### config.mk
export PLATFORM = sky130hd
export DESIGN_NAME = stage4_vmem_sequencer
export DESIGN_NICKNAME = d
export VERILOG_FILES = /design/src/rtl/stage4_vmem_sequencer.sv
export SDC_FILE = /design/constraint.sdc
export NUM_CORES = 1
export LEC_CHECK = 0
export ABC_AREA = 1
export CORE_AREA = 2 2 143 145
export CTS_CLUSTER_SIZE = 8
export DETAILED_ROUTE_END_ITERATION = 10
export DIE_AREA = 0 0 145 147
export GPL_ROUTABILITY_DRIVEN = 0
export PLACE_DENSITY_LB_ADDON = 0.1
export SYNTH_ARGS = -nofsm -noshare
export SYNTH_HDL_FRONTEND = slang
export SYNTH_SLANG_ARGS = --single-unit
### constraint.sdc
create_clock -name CLK -period 3.8 [get_ports CLK]
set_clock_uncertainty 0.05 [all_clocks]
set_input_delay 0.76 -clock CLK [delete_from_list [all_inputs] [get_ports CLK]]
set_output_delay 0.76 -clock CLK [all_outputs]
set_load 0.005 [all_outputs]
### src/rtl/stage4_vmem_sequencer.sv
// Memory-stage vector load/store sequencer: splits unit/constant-stride vector ops into
// per-element dcache accesses and shares the single dmem port with scalar traffic.
module stage4_vmem_sequencer #(
  parameter  int unsigned MAX_VL = 32,
  localparam int unsigned VLW    = $clog2(MAX_VL) + 1
) (
  input  logic           CLK,
  input  logic           nRST,
  input  logic           flush,
  input  logic           vreq_valid,
  output logic           vreq_ready,
  input  logic           vreq_store,
  input  logic [31:0]    vreq_base,
  input  logic [31:0]    vreq_stride,
  input  logic [VLW-1:0] vreq_vl,
  input  logic [1:0]     vreq_eew,
  input  logic [4:0]     vreq_vd,
  output logic [VLW-2:0] st_idx,
  input  logic [31:0]    st_data,
  input  logic           s_ren,
  input  logic           s_wen,
  input  logic [31:0]    s_addr,
  input  logic [31:0]    s_wdata,
  input  logic [3:0]     s_byte_en,
  output logic           s_busy,
  output logic [31:0]    s_rdata,
  output logic           dmem_ren,
  output logic           dmem_wen,
  output logic [31:0]    dmem_addr,
  output logic [31:0]    dmem_wdata,
  output logic [3:0]     dmem_byte_en,
  input  logic           dmem_busy,
  input  logic [31:0]    dmem_rdata,
  output logic           vwb_valid,
  output logic [4:0]     vwb_vd,
  output logic [VLW-2:0] vwb_idx,
  output logic [31:0]    vwb_data,
  output logic           vbusy,
  output logic           vdone,
  output logic           vmisalign
);

  typedef enum logic [1:0] {
    S_IDLE = 2'd0,
    S_RUN  = 2'd1,
    S_DONE = 2'd2
  } state_t;

  state_t         r_state;
  logic [VLW-1:0] r_idx;
  logic [VLW-1:0] r_vl;
  logic [31:0]    r_ea;
  logic [31:0]    r_stride;
  logic [1:0]     r_eew;
  logic           r_store;
  logic [4:0]     r_vd;
  logic           r_vwb_valid;
  logic [VLW-2:0] r_vwb_idx;
  logic [31:0]    r_vwb_data;

  logic           w_idle;
  logic           w_run;
  logic           w_accept;
  logic           w_mis;
  logic           w_active;
  logic           w_elem_done;
  logic           w_last;
  logic [1:0]     w_off;
  logic [4:0]     w_shift;
  logic [3:0]     w_be;
  logic [31:0]    w_rd_shifted;
  logic [31:0]    w_ld_data;

  assign w_idle       = (r_state == S_IDLE);
  assign w_run        = (r_state == S_RUN);
  assign vreq_ready   = nRST && w_idle && !s_ren && !s_wen;
  assign w_accept     = vreq_valid && vreq_ready;
  assign w_off        = r_ea[1:0];
  assign w_shift      = {w_off, 3'b000};
  assign w_mis        = ((r_eew == 2'd1) && r_ea[0]) || ((r_eew == 2'd2) && (w_off != 2'b00));
  assign w_active     = w_run && !w_mis && !flush;
  assign w_elem_done  = w_active && !dmem_busy;
  assign w_last       = (r_idx == (r_vl - VLW'(1)));
  assign w_rd_shifted = dmem_rdata >> w_shift;

  // Lane enables and right-justified load element for the current element width
  always_comb begin
    w_be      = 4'b1111;
    w_ld_data = w_rd_shifted;
    case (r_eew)
      2'd0: begin
        w_be      = 4'b0001 << w_off;
        w_ld_data = {24'd0, w_rd_shifted[7:0]};
      end
      2'd1: begin
        w_be      = 4'b0011 << w_off;
        w_ld_data = {16'd0, w_rd_shifted[15:0]};
      end
      default: begin
        w_be      = 4'b1111;
        w_ld_data = w_rd_shifted;
      end
    endcase
  end

  // Port arbitration: scalar passes through in IDLE, vector owns the port otherwise
  always_comb begin
    dmem_ren     = 1'b0;
    dmem_wen     = 1'b0;
    dmem_addr    = 32'd0;
    dmem_wdata   = 32'd0;
    dmem_byte_en = 4'd0;
    s_busy       = 1'b0;
    s_rdata      = 32'd0;
    if (w_idle) begin
      dmem_ren     = s_ren;
      dmem_wen     = s_wen;
      dmem_addr    = s_addr;
      dmem_wdata   = s_wdata;
      dmem_byte_en = s_byte_en;
      s_busy       = dmem_busy;
      s_rdata      = dmem_rdata;
    end else begin
      s_busy = s_ren || s_wen;
      if (w_active) begin
        dmem_ren     = !r_store;
        dmem_wen     = r_store;
        dmem_addr    = {r_ea[31:2], 2'b00};
        dmem_byte_en = w_be;
        dmem_wdata   = r_store ? (st_data << w_shift) : 32'd0;
      end
    end
  end

  assign st_idx    = r_idx[VLW-2:0];
  assign vbusy     = !w_idle;
  assign vdone     = (r_state == S_DONE);
  assign vmisalign = w_run && w_mis && !flush;
  assign vwb_valid = r_vwb_valid;
  assign vwb_vd    = r_vd;
  assign vwb_idx   = r_vwb_idx;
  assign vwb_data  = r_vwb_data;

  always_ff @(posedge CLK or negedge nRST) begin
    if (!nRST) begin
      r_state     <= S_IDLE;
      r_idx       <= '0;
      r_vl        <= '0;
      r_ea        <= 32'd0;
      r_stride    <= 32'd0;
      r_eew       <= 2'd0;
      r_store     <= 1'b0;
      r_vd        <= 5'd0;
      r_vwb_valid <= 1'b0;
      r_vwb_idx   <= '0;
      r_vwb_data  <= 32'd0;
    end else begin
      r_vwb_valid <= 1'b0;
      if (flush && !w_idle) begin
        r_state <= S_IDLE;
      end else begin
        case (r_state)
          S_IDLE: begin
            if (w_accept) begin
              r_ea     <= vreq_base;
              r_stride <= vreq_stride;
              r_vl     <= vreq_vl;
              r_eew    <= (vreq_eew == 2'b11) ? 2'b10 : vreq_eew;
              r_store  <= vreq_store;
              r_vd     <= vreq_vd;
              r_idx    <= '0;
              r_state  <= (vreq_vl == '0) ? S_DONE : S_RUN;
            end
          end
          S_RUN: begin
            if (w_mis) begin
              r_state <= S_IDLE;
            end else if (w_elem_done) begin
              r_ea  <= r_ea + r_stride;
              r_idx <= r_idx + VLW'(1);
              if (!r_store) begin
                r_vwb_valid <= 1'b1;
                r_vwb_idx   <= r_idx[VLW-2:0];
                r_vwb_data  <= w_ld_data;
              end
              if (w_last) begin
                r_state <= S_DONE;
              end
            end
          end
          S_DONE:  r_state <= S_IDLE;
          default: r_state <= S_IDLE;
        endcase
      end
    end
  end

endmodule

==> impl_metrics.tcl, run 1 <==
set metrics [dict create \
    crit_top_cell "inv_1" \
    totalPowerFinal_mw 7.45 \
    fmax_ghz 0.270 \
    vias_per_cell 5.26 \
    hold_viol_final 0 \
    finalSetupViolations 0 \
    clkLatencyLatePin_ps 430 \
    ys_seq_area_share_pct 32.5 \
    grt_pass1_wl_mm 57.1 \
    synth.distinct_cells 37 \
    cp-start-kind "flop" \
    min_to "vwb_data[30]" \
    clock-sinks 124 \
    io_pins 372 \
    cts_setup_buffers 0 \
    postCtsHoldBufs 0 \
    drive_gt1_share_pct 4.44 \
    status "completed" \
    slew_headroom_pct 26.9 \
    end_kind "output pin" \
    finish.net_count 2107 \
    netlist_area_mm2 0.00955 \
    min_path_type "flop to flop" \
    dr.pass1.iters 5 \
    worst_pin_slew_ps 1090 \
    seq_area_mm2 0.00311 \
    grt_max_degree 66 \
    dpl_cell_area_mm2 0.0134 \
    fin_crit_ps 3700 \
    initial_utilization_pct 48.1 \
    first_iter_violations 858 \
    powerDensity_mw_per_mm2 530 \
    reg2regPathDepth 9 \
    ys_ff_latch 124 \
    numPortBuffers 371 \
    syn_area_per_cell_um2 6.28 \
    core-area_mm2 0.0198 \
    vias 11300 \
    crit_path_max_fanout 15 \
    synth_nets 1772 \
    dp_slack_ps 210 \
    die_area_mm2 0.0213 \
    grt_antenna_before_repair 4 \
    r2r_slack_ps 970 \
    cts_tree "built" \
    period_share_pct 97.3 \
    final_area_mm2 0.0141 \
    grtUsageTotal_pct 34.1 \
    critPathRequiredTime_ps 2990 \
    fin_hold_ws_ps 430 \
    slew_viol_final 0 \
    ant_nets 0 \
    min_from "vwb_data[30]" \
    post-route-util_pct 70.8 \
    critPathKind "flop to output pin" \
    numCtsBuffers 17 \
    routed_wl_mm 37.0 \
    crit_chain "inv_1 > nand3_1 > nand2_1 > nor3_4 > buf_4 > inv_1 > o21ai_0 > clkdlybuf4s50_1" \
    layout_setup_ws_ps 102 \
    area_growth_pct 47.2 \
    die_x_um 145 \
    post_cts_resized 0 \
    r2r_end "vwb_data[15]" \
    overflow 0 \
    leakagePower_nw 7.01 \
    grt_pass1_vias 10500 \
    cts-root-buf "clkbuf_16" \
    fillCellCount 1736 \
    cp_slowest_cell "dfrtp_1" \
    cts.path.max_buffers 2 \
    rsz0062_at_grt "no" \
    setup_tns_ps 0 \
    clkTransAtPathRegs_ps 60 \
    htreeDepth 4 \
    place_inst 2107 \
    fin_cells 2142 \
    synth_cells 1521 \
    yosysWarnings 0 \
    core.rowCount 52 \
    die_y_um 147 \
    arrival_ps 2890 \
    drc 0 \
    r2r_start "r_eew[0]" \
    drv_cap 0 \
    avgRoutedWirePerCell_um 17.3 \
    min_path_cells 2 \
    multi_input_comb_area_mm2 0.00540 \
    hpwlAfterDp_mm 28.7 \
    slowest_delay_ps 590 \
    vdd_drop_max_v 0.000342 \
]
synth_stat cells:
master	count	area share, %
nor2_1	154	6.1
nor4_1	2	0.13
a21oi_1	61	3.2
ha_1	33	4.3
nor3_1	5	0.26
clkbuf_1	49	1.9
o22ai_1	9	0.59
nand3_1	77	4.0
o21ai_0	71	3.7
a31oi_1	18	1.2
and2_1	3	0.20
o31ai_1	10	0.79
buf_1	8	0.31
a32o_1	2	0.21
nor2_4	1	0.12
inv_2	4	0.16
o31ai_2	7	0.92
xor2_1	12	1.1
a211oi_1	9	0.71
o211ai_1	12	0.94
inv_1	187	7.4
a21o_1	1	0.079
nand3b_1	3	0.24
a22oi_1	1	0.079
buf_4	7	0.55
a22o_1	25	2.3
xnor2_1	10	0.92
buf_2	14	0.73
nand2_2	1	0.066
o21ai_1	6	0.31
or2_2	9	0.59
nand2_1	582	23
fa_1	1	0.21
o21bai_1	1	0.079
dfrtp_1	124	32
o41ai_1	1	0.092
nor3_4	1	0.17
layer usage:
metal | GRT usage, % | wire length [um] | vias up
met1 | 41.8 | 14500 | 5159
met5 | 0 | 13 | -
met4 | 13.8 | 1500 | 2
met2 | 58.7 | 18000 | 552
li1 | - | - | 5460
met3 | 7.48 | 3020 | 93
cells in the final DEF (no fill, tap or decap), drive strengths merged, types with 18 or more instances in the layout:
master           n
nor2           155
o21ai           77
a22o            25
a31oi           18
dfrtp          124
clkdlybuf4s50  370
buf             24
clkbuf          21
a21oi           61
nand3           77
nand2          583
ha              33
inv            194
state kept, by name, indices dropped and copies added (netlist names), 5 cells and up:
register,flops
r_idx,6
r_stride,32
vwb_vd,5
vwb_data,32
r_ea,32
vwb_idx,5
r_vl,6
logic make-up (layout without fill, tap and decap cells):
| kind of cell | after synthesis | count (layout) | synth area share (%) |
|---|---|---|---|
| and+or+nand+nor | 838 | 838 | 34.7 |
| buffers and inverters | 269 | 617 | 11.0 |
| AOI/OAI and AO/OA | 234 | 234 | 15.2 |
| DFF | 124 | 124 | 32.5 |
| adders and majority gates | 34 | 34 | 4.53 |
| xor gates and xnor gates | 22 | 22 | 2.02 |
| other | 0 | 3 | 0 |
worst max-delay path by stage:
stage,startpoint,end,depth (start not counted)
floorplan,flush,dmem_wdata[10],4
global placement,flush,dmem_addr[7],6
detailed placement,flush,dmem_byte_en[2],6
CTS,r_eew[0],dmem_byte_en[2],8
global route,r_eew[0],dmem_addr[2],8
finish,r_eew[0],dmem_addr[2],8
final cells by class:
cell class	instances	share of cell area, %
clock inverter	11	0.952
sequential	124	22.1
clock buffer	21	3.35
timing repair buffer	394	27.6
tap	270	2.40
multi-input combinational	1128	38.4
inverter	191	5.10
antenna	3	0.0534
worst max-delay path, delay by kind of cell, from the launching register on:
kind                   cells  cell delay, ps
flip-flops                 1             590
AO/OA/AOI/OAI              1             250
buffers and inverters      4            1220
AND/OR/NAND/NOR            3             410
where the power goes:
part | leakage [nW] | total (mW) | switching, mW | internal (mW)
registers | 1.56 | 2.02 | 0.321 | 1.70
clock network | 0.288 | 1.67 | 0.640 | 1.03
logic | 5.16 | 3.77 | 2.17 | 1.61
total | 7.01 | 7.45 | 3.13 | 4.33
Note: power is estimated with default switching activity, not from simulation.
==> run 2: changes to the inputs <==
Settings changed: GPL_TIMING_DRIVEN from default to 0, SLEW_MARGIN from default to 20.
==> impl_metrics.tcl, run 2 (synthesis gave the netlist of run 1 again) <==
set metrics [dict create \
    ant_nets 0 \
    reg2regPathDepth 12 \
    leakagePower_nw 7.13 \
    drive_gt1_share_pct 5.14 \
    final_cell_mix "581 x nand2_1, 370 x clkdlybuf4s50_1, 187 x inv_1" \
    layout_setup_ws_ps 88.4 \
    cp_slowest_cell "clkdlybuf4s50_1" \
    end_kind "output pin" \
    dr.pass1.iters 6 \
    die_x_um 145 \
    final_common_cell "nand2_1" \
    drv_cap 0 \
    critPathRequiredTime_ps 2990 \
    io_pins 372 \
    post-route-util_pct 72.1 \
    grtUsageTotal_pct 38.0 \
    cp-start-kind "flop" \
    totalPowerFinal_mw 7.57 \
    dpl_cell_area_mm2 0.0136 \
    die_y_um 147 \
    vias_per_cell 5.39 \
    status "completed" \
    final_area_mm2 0.0143 \
    grt_antenna_before_repair 4 \
    setup_tns_ps 0 \
    cts-root-buf "clkbuf_16" \
    crit_top_cell "nand2_1" \
    drc 0 \
    cts.path.max_buffers 2 \
    grt_max_degree 92 \
    first_iter_violations 876 \
    area_growth_pct 49.8 \
    fillCellCount 1676 \
    crit_chain "inv_2 > nand2_1 > nand3_1 > nand2_1 > nor3_4 > nand2_2 > clkbuf_4 > o31ai_2 > clkdlybuf4s50_1" \
    arrival_ps 2900 \
    vias 11900 \
    fmax_ghz 0.269 \
    grt_pass1_vias 11500 \
    fin_hold_ws_ps 147 \
    numPortBuffers 371 \
    core-area_mm2 0.0198 \
    vdd_drop_max_v 0.000368 \
    slew_viol_final 0 \
    clkTransAtPathRegs_ps 70 \
    fin_cells 2200 \
    overflow 0 \
    die_area_mm2 0.0213 \
    crit_path_max_fanout 10 \
    powerDensity_mw_per_mm2 530 \
    cts_tree "built" \
    dp_slack_ps -306 \
    grt_pass1_wl_mm 62.9 \
    period_share_pct 97.7 \
    htreeDepth 4 \
    core.rowCount 52 \
    fin_crit_ps 3710 \
    initial_utilization_pct 48.1 \
    avgRoutedWirePerCell_um 18.4 \
    slew_headroom_pct 48.5 \
    hold_viol_final 0 \
    critPathKind "flop to output pin" \
    min_path_type "input port to asynchronous set/reset pin" \
    place_inst 2163 \
    clock-sinks 124 \
    clkLatencyLatePin_ps 430 \
    slowest_delay_ps 590 \
    finish.net_count 2164 \
    numCtsBuffers 17 \
    worst_pin_slew_ps 773 \
    routed_wl_mm 40.5 \
    hpwlAfterDp_mm 32.1 \
    finalSetupViolations 0 \
]
[run 2: power breakdown]
| part | internal (mW) | leakage [nW] | switching [mW] |
|---|---|---|---|
| Combinational | 1.64 | 5.28 | 2.26 |
| Sequential | 1.69 | 1.56 | 0.324 |
| Clock | 0.942 | 0.283 | 0.713 |
| Total | 4.28 | 7.13 | 3.30 |
[run 2: final timing paths]
check	startpoint	endpoint	slack [ps]
setup / recovery	r_ea[1]	dmem_wdata[11]	90
hold / removal	nRST	vwb_vd[3]	150
setup reg to reg	r_ea[1]	r_ea[12]	1290
hold reg to reg	vwb_data[26]	vwb_data[26]	430
max in group asynchronous	nRST	r_stride[31]	2810
min in group CLK	vwb_data[26]	vwb_data[26]	430
[run 2: layout make-up]
type,instances,area (um2),share of cell area [%]
Timing Repair Buffer,373,3750,26.2
Buffer,78,357,2.49
Inverter,191,717,5.01
Antenna cell,4,10.0,0.0700
Sequential cell,124,3100,21.7
Clock buffer,18,439,3.07
Clock inverter,14,146,1.02
Tap cell,270,338,2.36
Multi-Input combinational cell,1128,5440,38.0
[run 2: worst max-delay path, delay by kind of cell, from the launching register on]
family	cells	cell delay [ps]
buffers and inverters	3	980
AO/OA/AOI/OAI	1	360
AND/OR/NAND/NOR	5	650
flip-flops	1	450
[run 2: per-layer routing]
metal | vias to the layer above | global-route usage [%] | share of wire (%)
li1 | 5599 | - | -
met1 | 5449 | 45.1 | 37
met2 | 666 | 64.9 | 49
met3 | 142 | 7.70 | 9.0
met4 | 0 | 20.9 | 5.7
met5 | - | 0 | 0
[run 2: repair_timing]
item | CTS | global route
setup endpoints to repair | 39 | 39
buffers inserted | 1 | 0
pin swaps | 1 | 1
gates resized for setup | 15 | 21
hold buffers | 0 | 0
==> run 3: changes to the inputs <==
Settings changed: CORE_AREA 2 2 143 145 to default, CORE_UTILIZATION from default to 40, DIE_AREA 0 0 145 147 to default, TNS_END_PERCENT from default to 100.
==> impl_metrics.tcl, run 3 (synthesis gave the netlist of run 1 again) <==
set metrics [dict create \
    drc 0 \
    grtUsageMet2_pct 56.9 \
    grt_use_met3_pct 4.60 \
    critPathKind "flop to output pin" \
    crit_top_cell "clkbuf_1" \
    die_y_um 157 \
    clkLatencyLatePin_ps 440 \
    slowest_delay_ps 540 \
    overflow 0 \
    grt_pass1_wl_mm 59.6 \
    vdd_drop_max_v 0.000300 \
    routed_wl_mm 39.3 \
    cp_slowest_cell "clkdlybuf4s50_1" \
    powerDensity_mw_per_mm2 523 \
    place_inst 2212 \
    first_iter_violations 724 \
    worst_pin_slew_ps 696 \
    io_pins 372 \
    core.rowCount 56 \
    clock-sinks 124 \
    clkTransAtPathRegs_ps 70 \
    cts_tree "built" \
    crit_chain "inv_1 > clkbuf_1 > clkbuf_1 > a31oi_1 > o21ai_2 > clkdlybuf4s50_1" \
    leakagePower_nw 7.11 \
    arrival_ps 2920 \
    initial_utilization_pct 40.7 \
    numCtsBuffers 17 \
    fin_cells 2249 \
    finish.net_count 2164 \
    finalSetupViolations 0 \
    met1_usage_pct 39.2 \
    slew_viol_final 0 \
    dr.pass1.iters 6 \
    crit_path_max_fanout 10 \
    cts-root-buf "clkbuf_16" \
    postCtsHoldBufs 0 \
    fillCellCount 2219 \
    cts.path.max_buffers 2 \
    avgRoutedWirePerCell_um 17.5 \
    end_kind "output pin" \
    ant_nets 0 \
    totalPowerFinal_mw 7.48 \
    period_share_pct 98.1 \
    numPortBuffers 371 \
    grt-busiest-layer "met2" \
    drv_cap 0 \
    hpwlAfterDp_mm 31.4 \
    grtUsageTotal_pct 32.5 \
    vias 11400 \
    grt_max_degree 70 \
    drive_gt1_share_pct 4.98 \
    htreeDepth 4 \
    rsz0062_at_grt "no" \
    status "completed" \
    critPathRequiredTime_ps 2990 \
    die_area_mm2 0.0245 \
    area_growth_pct 49.9 \
    slew_headroom_pct 53.6 \
    grt_antenna_before_repair 4 \
    min_path_type "input port to asynchronous set/reset pin" \
    grt_pass1_vias 10600 \
    fmax_ghz 0.268 \
    final_cell_mix "581 x nand2_1, 370 x clkdlybuf4s50_1, 187 x inv_1" \
    final_common_cell "nand2_1" \
    die_x_um 157 \
    vias_per_cell 5.08 \
    hold_viol_final 0 \
    fin_crit_ps 3730 \
    cp-start-kind "flop" \
    core-area_mm2 0.0235 \
]
==> run 3: cell types whose count changed in the layout (fill, tap and decap cells not counted), sizes merged <==
cell	previous run	this run
clkbuf	67	65
buf	32	33
bufinv	1	0
clkinv	2	3
clkinvlp	2	3
==> run 3: where the power goes <==
| part | leakage (nW) | internal, mW | switching (mW) |
|---|---|---|---|
| sequential | 1.56 | 1.69 | 0.316 |
| clock | 0.273 | 0.870 | 0.744 |
| combinational | 5.27 | 1.64 | 2.22 |
==> run 3: stage by stage <==
stage / setup TNS (ps) / utilization, % / setup WS (ps) / hold WS [ps] / instance area (um2)
after floorplan: 0 / - / 1400 / 403 / 9550
after global placement: -712970 / 58.2 / -3880 / 414 / 13700
after detailed placement: -577 / 58.3 / -165 / 415 / 13700
after CTS: 0 / 60.9 / 1.46 / 201 / 14300
after global routing: 0 / 61.0 / 0.470 / 231 / 14300
final: 0 / 61.0 / 73.6 / 189 / 14300
==> run 3: critical path: cells and delay by family (launching register included) <==
kind	cells	cell delay (ps)
compound gates	2	510
buf+inv	4	1550
flops	1	420
==> run 3: what timing repair did <==
item,4_1_cts,5_1_grt
buffers inserted,1,0
hold endpoints to repair,0,0
pin swaps,1,1
setup endpoints to repair,50,52
gates resized for setup,10,24
==> run 3: per-layer routing <==
metal / vias to the layer above / routed length, um
met1: 5265 / 15800
met5: - / 0
met2: 481 / 19400
li1: 5596 / -
met4: 0 / 1600
met3: 92 / 2560
==> run 3: area by class of cell <==
class / count / area [um2] / area share (%)
tap: 319 / 399 / 2.79
inverter: 191 / 717 / 5.01
buffer: 78 / 355 / 2.48
sequential: 124 / 3100 / 21.7
antenna: 4 / 10.0 / 0.0699
clock buffer: 17 / 425 / 2.97
clock inverter: 15 / 148 / 1.03
multi-input combinational: 1128 / 5410 / 37.8
timing repair buffer: 373 / 3750 / 26.2
==> run 3: worst paths after layout <==
check / slack [ps] / cells past startpoint / startpoint / end
worst min-delay path: 190 / 1 / nRST / vwb_data[29]
worst max-delay path: 70 / 6 / r_ea[0] / dmem_wdata[16]
min in group CLK: 430 / 2 / vwb_data[31] / vwb_data[31]
worst max register to register: 1390 / 9 / r_ea[0] / r_ea[12]
max in group asynchronous: 2780 / 2 / nRST / r_ea[8]
worst min register to register: 430 / 2 / vwb_data[31] / vwb_data[31]
